### src/rtl/alu_issue.sv
// alu_issue -- operand-issue stage in front of the 32-bit ALU.
//
// Decodes one RV32I instruction per accepted transfer into the ALU control
// code and the two ALU operands. The result is registered behind a
// valid/ready handshake with a two-entry skid buffer, so the outputs feed the
// ALU directly with no further logic.
//
// Optional feature: define ALU_ISSUE_FWD_EN to forward the ALU write-back
// result (fwd_*) onto rs1/rs2 in the accept cycle. Without it the fwd_* ports
// are present but ignored.
//
// Ports:
//   clk, rst            clock (rising edge), asynchronous active-high reset
//   in_valid/in_ready   upstream handshake; in_ready is a pure state decode
//   instr, pc           instruction word and its address
//   rs1_data, rs2_data  register-file read values
//   fwd_valid/rd/data   ALU write-back result, for optional forwarding
//   out_valid/out_ready downstream handshake towards the ALU
//   a, b, aluctr        ALU operands and control code
//   rd                  destination register, 0 when there is none
//   illegal             unsupported opcode (still transfers normally)

module alu_issue #(
    parameter int XLEN = 32
) (
    input  logic            clk,
    input  logic            rst,
    input  logic            in_valid,
    output logic            in_ready,
    input  logic [31:0]     instr,
    input  logic [XLEN-1:0] pc,
    input  logic [XLEN-1:0] rs1_data,
    input  logic [XLEN-1:0] rs2_data,
    input  logic            fwd_valid,
    input  logic [4:0]      fwd_rd,
    input  logic [XLEN-1:0] fwd_data,
    output logic            out_valid,
    input  logic            out_ready,
    output logic [XLEN-1:0] a,
    output logic [XLEN-1:0] b,
    output logic [3:0]      aluctr,
    output logic [4:0]      rd,
    output logic            illegal
);

    localparam logic [6:0] OPC_OP     = 7'b0110011;
    localparam logic [6:0] OPC_OP_IMM = 7'b0010011;
    localparam logic [6:0] OPC_LUI    = 7'b0110111;
    localparam logic [6:0] OPC_AUIPC  = 7'b0010111;
    localparam logic [6:0] OPC_JAL    = 7'b1101111;
    localparam logic [6:0] OPC_JALR   = 7'b1100111;
    localparam logic [6:0] OPC_LOAD   = 7'b0000011;
    localparam logic [6:0] OPC_STORE  = 7'b0100011;
    localparam logic [6:0] OPC_BRANCH = 7'b1100011;

    localparam logic [3:0] CTL_ADD  = 4'b0000;
    localparam logic [3:0] CTL_SUB  = 4'b1000;
    localparam logic [3:0] CTL_SLT  = 4'b0010;
    localparam logic [3:0] CTL_SLTU = 4'b0011;
    localparam logic [3:0] CTL_PASS = 4'b1111;

    // One decoded operation; the skid entry is stored in this form too.
    typedef struct packed {
        logic [XLEN-1:0] a;
        logic [XLEN-1:0] b;
        logic [3:0]      ctl;
        logic [4:0]      rd;
        logic            ill;
    } entry_t;

    typedef enum logic [1:0] {EMPTY, ONE, FULL} state_t;

    state_t          state, state_next;
    entry_t          dec, out_q, skid_q;
    logic            accept, consume;
    logic            load_out, load_skid, out_from_skid;
    logic [XLEN-1:0] src1, src2;

    // ---------------------------------------------------------------- forwarding
`ifdef ALU_ISSUE_FWD_EN
    // x0 is never forwarded: it always reads as zero from the register file.
    assign src1 = (fwd_valid && fwd_rd != 5'd0 && fwd_rd == instr[19:15]) ? fwd_data : rs1_data;
    assign src2 = (fwd_valid && fwd_rd != 5'd0 && fwd_rd == instr[24:20]) ? fwd_data : rs2_data;
`else
    logic unused_fwd;
    assign unused_fwd = ^{fwd_valid, fwd_rd, fwd_data};
    assign src1 = rs1_data;
    assign src2 = rs2_data;
`endif

    // -------------------------------------------------------------------- decode
    logic [6:0]      opcode;
    logic [2:0]      funct3;
    logic [XLEN-1:0] imm_i, imm_s, imm_u;

    assign opcode = instr[6:0];
    assign funct3 = instr[14:12];
    assign imm_i  = {{(XLEN-12){instr[31]}}, instr[31:20]};
    assign imm_s  = {{(XLEN-12){instr[31]}}, instr[31:25], instr[11:7]};
    assign imm_u  = {instr[31:12], 12'b0};

    // NOTE: every signal written here gets a default first, so no path through
    // the case can leave it unassigned and infer a latch.
    always_comb begin
        dec = '0;
        unique case (opcode)
            OPC_OP: begin
                dec.a   = src1;
                dec.b   = src2;
                // funct7[5] only distinguishes sub and sra.
                dec.ctl = {(funct3 == 3'b000 || funct3 == 3'b101) & instr[30], funct3};
                dec.rd  = instr[11:7];
            end
            OPC_OP_IMM: begin
                dec.a   = src1;
                dec.b   = (funct3 == 3'b001 || funct3 == 3'b101)
                          ? {{(XLEN-5){1'b0}}, instr[24:20]} : imm_i;
                dec.ctl = {(funct3 == 3'b101) & instr[30], funct3};
                dec.rd  = instr[11:7];
            end
            OPC_LUI: begin
                dec.b   = imm_u;
                dec.ctl = CTL_PASS;
                dec.rd  = instr[11:7];
            end
            OPC_AUIPC: begin
                dec.a   = pc;
                dec.b   = imm_u;
                dec.ctl = CTL_ADD;
                dec.rd  = instr[11:7];
            end
            OPC_JAL, OPC_JALR: begin
                // Link value pc+4 is computed by the ALU.
                dec.a   = pc;
                dec.b   = XLEN'(4);
                dec.ctl = CTL_ADD;
                dec.rd  = instr[11:7];
            end
            OPC_LOAD: begin
                dec.a   = src1;
                dec.b   = imm_i;
                dec.ctl = CTL_ADD;
                dec.rd  = instr[11:7];
            end
            OPC_STORE: begin
                dec.a   = src1;
                dec.b   = imm_s;
                dec.ctl = CTL_ADD;
            end
            OPC_BRANCH: begin
                dec.a = src1;
                dec.b = src2;
                unique case (funct3[2:1])
                    2'b10:   dec.ctl = CTL_SLT;
                    2'b11:   dec.ctl = CTL_SLTU;
                    default: dec.ctl = CTL_SUB;
                endcase
            end
            default: dec.ill = 1'b1;
        endcase
    end

    // ---------------------------------------------------------------- skid FSM
    assign in_ready  = (state != FULL);
    assign out_valid = (state != EMPTY);
    assign accept    = in_valid & in_ready;
    assign consume   = out_valid & out_ready;

    // NOTE: sequential state uses non-blocking assignments so every register
    // samples pre-edge values regardless of process ordering.
    always_ff @(posedge clk or posedge rst) begin
        if (rst) state <= EMPTY;
        else     state <= state_next;
    end

    always_comb begin
        state_next    = state;
        load_out      = 1'b0;
        load_skid     = 1'b0;
        out_from_skid = 1'b0;
        unique case (state)
            EMPTY: if (accept) begin
                load_out   = 1'b1;
                state_next = ONE;
            end
            ONE: begin
                if (accept && consume) begin
                    load_out = 1'b1;
                end else if (accept) begin
                    load_skid  = 1'b1;
                    state_next = FULL;
                end else if (consume) begin
                    state_next = EMPTY;
                end
            end
            FULL: if (consume) begin
                out_from_skid = 1'b1;
                state_next    = ONE;
            end
            default: state_next = EMPTY;
        endcase
    end

    // NOTE: the data registers are reset as well because the outputs drive the
    // ALU directly and must read as zero after reset.
    always_ff @(posedge clk or posedge rst) begin
        if (rst) begin
            out_q  <= '0;
            skid_q <= '0;
        end else begin
            if (load_out)           out_q <= dec;
            else if (out_from_skid) out_q <= skid_q;
            if (load_skid)          skid_q <= dec;
        end
    end

    assign a       = out_q.a;
    assign b       = out_q.b;
    assign aluctr  = out_q.ctl;
    assign rd      = out_q.rd;
    assign illegal = out_q.ill;

endmodule
### config.mk
export PLATFORM = sky130hd
export DESIGN_NAME = alu_issue
export DESIGN_NICKNAME = d
export VERILOG_FILES = /design/src/rtl/alu_issue.sv
export SDC_FILE = /design/constraint.sdc
export NUM_CORES = 1
export LEC_CHECK = 0
export CAP_MARGIN = 20
export CORE_ASPECT_RATIO = 0.75
export CORE_UTILIZATION = 41
export CTS_CLUSTER_DIAMETER = 100
export DETAILED_ROUTE_END_ITERATION = 8
export PLACE_DENSITY = 0.76
export SYNTH_ARGS = -nofsm -noshare
export SYNTH_HDL_FRONTEND = slang
export SYNTH_SLANG_ARGS = --single-unit
### constraint.sdc
create_clock -name clk -period 4.8 [get_ports clk]
set_input_delay 0.48 -clock clk [delete_from_list [all_inputs] [get_ports clk]]
set_output_delay 0.48 -clock clk [all_outputs]
set_load 0.1 [all_outputs]
==> results of run 1 <==
per-stage QoR:
stage	cells	hold slack [ns]	util, %	total power (W)
after CTS	1041	0.485	59.0	0.00382
after detailed placement	1010	0.471	55.4	0.00250
after floorplan	642	0.450	-	0.00217
after global routing	1041	0.497	59.0	0.00395
after global placement	1010	0.462	55.4	0.00248
final	1041	0.483	59.0	0.00380
path summary, 6_finish.rpt:
kind	from	endpoint	slack, ns	depth (start not counted)
worst min register to register	skid_q[48]	skid_q[48]	0.48	2
max in group asynchronous	rst	skid_q[35]	3.23	3
min in group asynchronous	rst	a[3]	0.57	2
worst max register to register	state[1]	skid_q[24]	2.38	4
worst max-delay path	instr[6]	b[27]	1.79	6
worst min-delay path	skid_q[48]	skid_q[48]	0.48	2
power by group through the flow:
stage          Clock, W  Combinational [W]  Sequential (W)
2_1_floorplan         0           0.000308         0.00186
3_3_place_gp          0           0.000966         0.00152
3_5_place_dp          0           0.000979         0.00152
4_1_cts         0.00134           0.000981         0.00150
5_1_grt         0.00139            0.00104         0.00152
6_report        0.00132           0.000974         0.00150
routing by layer:
layer	GRT usage, %	part of all wire (%)	wire (um)
met4	6.60	1.1	216
met3	6.28	7.7	1530
met5	0	0	0
met1	35.6	48	9410
met2	35.2	44	8660
layout by cell type, fill, tap and decap left out, types with 9 or more instances in the layout:
master / Yosys / final
buf_4: 3 / 9
clkbuf_16: 0 / 17
dfrtp_1: 150 / 150
a22oi_1: 118 / 118
o21ai_1: 38 / 38
mux2i_1: 9 / 9
nand2_1: 54 / 52
o211ai_1: 28 / 28
a21oi_1: 27 / 26
clkdlybuf4s50_1: 0 / 207
a221o_1: 12 / 12
o21ai_0: 55 / 55
a22o_1: 11 / 11
nor2_1: 29 / 27
flip-flops by register name, summed over array words and instances, names as in the netlist:
signal	count
skid_q	74
state	2
rd	5
illegal	1
aluctr	4
b	32
a	32
layout make-up:
cell class | count | share of cell area [%]
Tap cell | 210 | 2.76
Clock buffer | 20 | 4.80
Multi-Input combinational cell | 428 | 28.8
Timing Repair Buffer | 216 | 22.5
Clock inverter | 11 | 1.30
Inverter | 6 | 0.290
Sequential cell | 150 | 39.5
worst register-to-register path, stage by stage (launching register included):
cell     delay, ns
dfrtp_1       0.43
nor2b_1       0.35
nand2_4       0.38
a21oi_2       0.92
a21oi_1       0.18
cell families after synthesis:
| kind of cell | count (synthesis) |
|---|---|
| xor+xnor | 1 |
| mux | 9 |
| simple gates | 119 |
| flops | 150 |
| buf+inv | 64 |
| compound gates | 299 |
==> impl_metrics.json, run 1 <==
{
  "status": "finished clean",
  "pre_cts_ws_ns": 1.39,
  "synth_async_sr_flop_share_pct": 100,
  "synth_top_cell_by_area": "dfrtp_1",
  "synthesis.nets": 812,
  "ir_drop_mv": 0.199,
  "yosys.area_share.simple_pct": 8.83,
  "gp_congestion": 0.785,
  "crit_path_end_kind": "flip-flop",
  "io_buffer_count": 207,
  "wire_per_inst_um": 19.0,
  "cts_buffers": 17,
  "yosysMostFrequentCell": "dfrtp_1",
  "synth_area_leaders": "dfrtp_1 55%, a22oi_1 13%, o21ai_0 4.0%",
  "fin_nets": 989,
  "synth_xor_area_share_pct": 0.129,
  "cts_hold_buffers": 0,
  "area_growth_pct": 39.8,
  "fin_tns_setup_ns": 0,
  "drv_slew": 0,
  "clk_path_buf_depth": 2,
  "synth_top_area_share_pct": 55.2,
  "clkLatencyLatePin_ns": 0.42,
  "ant_nets": 0,
  "place_hpwl_um": 13300,
  "critPathTopFamily": "simple AND/OR/NAND/NOR gates",
  "relSlewSlack_pct": 28.2,
  "min_path_type": "flip-flop to flip-flop",
  "drive_gt1_share_pct": 6.62,
  "synth_compound_area_share_pct": 29.6,
  "path_max_fanout": 20,
  "setup.worst_path.class": "input port to flip-flop",
  "finClkSkew_ns": 0.00770,
  "grt_pass1_wl_um": 31900,
  "synth_top_flop_cell": "dfrtp_1",
  "die_w_um": 151,
  "setup_viol": 0,
  "period_share_pct": 62.6,
  "critPathBufInv": 1,
  "h-tree-depth": 4,
  "start_util_pct": 42.2,
  "overflow": 0,
  "ys_warn_count": 0,
  "postLayoutCellArea_um2": 9510,
  "arrival_ns": 3.32,
  "antenna_found_initial": 0,
  "grt_start_max_net_pins": 83,
  "grt.total_usage_pct": 24.2,
  "synth_cell_types": 45,
  "root_buffer": "clkbuf_16",
  "multiInputGateArea_um2": 2740,
  "core_um2": 16100,
  "num_rows": 40,
  "drt_first_pass_iters": 5,
  "cpPeakStageDelay_ns": 0.86,
  "vias": 5976,
  "grt_pass1_vias": 5934,
  "crit_path_start_kind": "input port",
  "finalCriticalPeriod_ns": 3.01,
  "ys_top_cells_by_count": "150 x dfrtp_1, 118 x a22oi_1, 55 x o21ai_0",
  "p_int_w": 0.00250,
  "slowest_stage": "clkdlybuf4s50_1",
  "die_y_um": 114,
  "setup_slack_ns": 1.79,
  "p_per_area_nw_per_um2": 399,
  "cts-resized-gates": 0,
  "synth-edff-count": 0,
  "synth_top_family_by_area": "compound AO/OA/AOI/OAI gates",
  "cap_viol_max_count": 0,
  "path_clk_slew_ns": 0.07,
  "cts_sinks": 150,
  "switching_power_w": 0.00129,
  "finalHoldViolations": 0,
  "cts_setup_buffers": 0,
  "cts_tree": "built",
  "p_comb_share_pct": 25.7,
  "critPathRequiredTime_ns": 5.11,
  "synthMuxAreaShare_pct": 1.32,
  "regArea_um2": 3750,
  "placement.cell_area_um2": 8920,
  "pwr-share-clk_pct": 34.7,
  "fmax_mhz": 333,
  "share_seq_of_total_power_pct": 39.6,
  "seq_area_frac_synth_pct": 55.2,
  "p_sw_share_pct": 34.1,
  "worst_slew_pin_slew_ns": 1.08,
  "diodes": 0,
  "synth_fa_ha_area_share_pct": 0,
  "drc": 0,
  "post_drt_via_cell_ratio": 5.74,
  "drtIter0Drc": 375,
  "synth_area_um2": 6800,
  "num-fill-cells": 1381,
  "synthesis.instances": 642,
  "ys_ff_latch": 150,
  "routed_wl_um": 19800,
  "rsz0062_at_grt": "no",
  "pin_count": 246,
  "postSynthAreaPerCell_um2": 10.6,
  "crit_chain": "clkdlybuf4s50_1 > nor4bb_4 > and2b_1 > and2_1 > nand3_1 > o211ai_1",
  "p_leak_nw": 3.84,
  "die-area_um2": 17100
}
(Power assumes the default switching activity.)
==> run 2, diff against run 1 <==
==> constraint.sdc (replaced) <==
create_clock -name clk -period 2.51 [get_ports clk]
set_input_delay 0.251 -clock clk [delete_from_list [all_inputs] [get_ports clk]]
set_output_delay 0.251 -clock clk [all_outputs]
set_load 0.1 [all_outputs]
==> run 2 against run 1 <==
Compared with the run above:
- register-to-register slack lost 1.7 ns
- die area unchanged
- cell count is 1.2% higher
- count of clock-buffer cells in the layout up 2
- global-route usage shrank 0.39 points
- critical path type unchanged
- highest routed layer unchanged
==> impl_metrics.json, run 2 (synthesized netlist as in run 1, its figures left out) <==
{
  "status": "finished clean",
  "r2r_cells": 6,
  "cts_setup_buffers": 0,
  "ir_drop_mv": 0.625,
  "fmax_mhz": 502,
  "finClkSkew_ns": 0.00538,
  "clkLatencyLatePin_ns": 0.42,
  "finalHoldViolations": 0,
  "p_per_area_nw_per_um2": 771,
  "drt_first_pass_iters": 5,
  "final_cell_mix": "150 x dfrtp_1, 131 x clkdlybuf4s50_1, 118 x a22oi_1, 94 x buf_4, 55 x o21ai_0",
  "antenna_found_initial": 0,
  "worst_slew_pin_slew_ns": 0.590,
  "post_drt_via_cell_ratio": 5.69,
  "regMostFlops": "skid_q",
  "root_buffer": "clkbuf_16",
  "die-area_um2": 17100,
  "area_growth_pct": 39.7,
  "num-fill-cells": 1372,
  "finalCriticalPeriod_ns": 1.99,
  "largest_reg_flops": 74,
  "path_clk_slew_ns": 0.06,
  "drtIter0Drc": 387,
  "grt_pass1_vias": 5811,
  "gp_congestion": 0.835,
  "grt.total_usage_pct": 23.8,
  "setup_slack_ns": 0.516,
  "crit_path_start_kind": "input port",
  "crit_path_end_kind": "flip-flop",
  "drv_slew": 0,
  "relSlewSlack_pct": 60.7,
  "io_buffer_count": 207,
  "fin_hold_ws_ns": 0.348,
  "cts_tree": "built",
  "cap_viol_max_count": 0,
  "critPathRequiredTime_ns": 2.83,
  "wire_per_inst_um": 18.6,
  "drive_gt1_share_pct": 16.9,
  "min_path_type": "input port to asynchronous set/reset pin",
  "cts_hold_buffers": 0,
  "die_w_um": 151,
  "reg2reg_slack_ns": 0.72,
  "setup_viol": 0,
  "cts-resized-gates": 0,
  "cts_sinks": 150,
  "routed_wl_um": 19600,
  "wl_met3_um": 1610,
  "wl_met1_um": 9150,
  "rsz0062_at_grt": "no",
  "grt_start_max_net_pins": 107,
  "pre_cts_ws_ns": 0.112,
  "period_share_pct": 79.4,
  "multiInputGateArea_um2": 2740,
  "start_util_pct": 42.2,
  "setup.worst_path.class": "input port to flip-flop",
  "fin_nets": 1003,
  "path_max_fanout": 32,
  "instances_no_fill": 1054,
  "regArea_um2": 3750,
  "fin_tns_setup_ns": 0,
  "ant_nets": 0,
  "place_hpwl_um": 13600,
  "pin_count": 246,
  "vias": 5996,
  "core_um2": 16100,
  "h-tree-depth": 4,
  "power.total_w": 0.00733,
  "diodes": 0,
  "die_y_um": 114,
  "dr.max_layer_used": "met4",
  "clk_path_buf_depth": 2,
  "grt_pass1_wl_um": 31400,
  "arrival_ns": 2.32,
  "cts_buffers": 17,
  "p_leak_nw": 4.09,
  "overflow": 0,
  "final_common_cell": "dfrtp_1",
  "drc": 0,
  "num_rows": 40,
  "dp_cells": 1024,
  "wl_met2_um": 8750
}
[run 2: cell types whose count changed in the layout (fill, tap and decap cells not counted), moves of 2 or more]
cell             change
buf_12               +5
buf_4               +85
clkdlybuf4s50_1     -76
clkinvlp_4           -2
inv_6                -2
[run 2: path summary, 6_finish.rpt]
kind | startpoint | to
setup / recovery | instr[6] | a[29]
hold / removal | rst | state[0]
setup reg to reg | state[0] | b[15]
hold reg to reg | skid_q[64] | skid_q[64]
max in group asynchronous | rst | skid_q[41]
min in group clk | skid_q[64] | skid_q[64]
[run 2: stage by stage]
stage / utilization (%) / cell area [um^2]
2_1_floorplan: - / 6800
3_3_place_gp: 55.2 / 8900
3_5_place_dp: 55.2 / 8900
4_1_cts: 58.9 / 9500
5_1_grt: 58.9 / 9500
6_report: 58.9 / 9500
[run 2: layout make-up]
class,instances,area share [%]
inverters,6,0.277
multi-input cells,428,28.9
flip-flops and latches,150,39.5
well taps,210,2.77
repair buffers,230,22.3
clock inverters,8,1.29
clock buffers,22,4.99
[run 2: metal layers]
| layer | track usage (%) | vias up |
|---|---|---|
| met5 | 0 | - |
| met3 | 6.32 | 9 |
| li1 | - | 2803 |
| met1 | 34.9 | 2933 |
| met4 | 4.40 | 0 |
| met2 | 35.6 | 251 |
[run 2: power breakdown]
group          switching, W  internal (W)  leakage, nW
Combinational       0.00130      0.000562         1.76
Clock              0.000956       0.00163        0.296
Sequential         0.000173       0.00271         2.03
Total               0.00243       0.00490         4.09
[run 2: critical path, stage by stage]
cell and delay (ns):
clkdlybuf4s50_1 0.56, nor4bb_4 0.40, and2_2 0.25, a31o_4 0.43
a22oi_1 0.20, o21ai_0 0.22
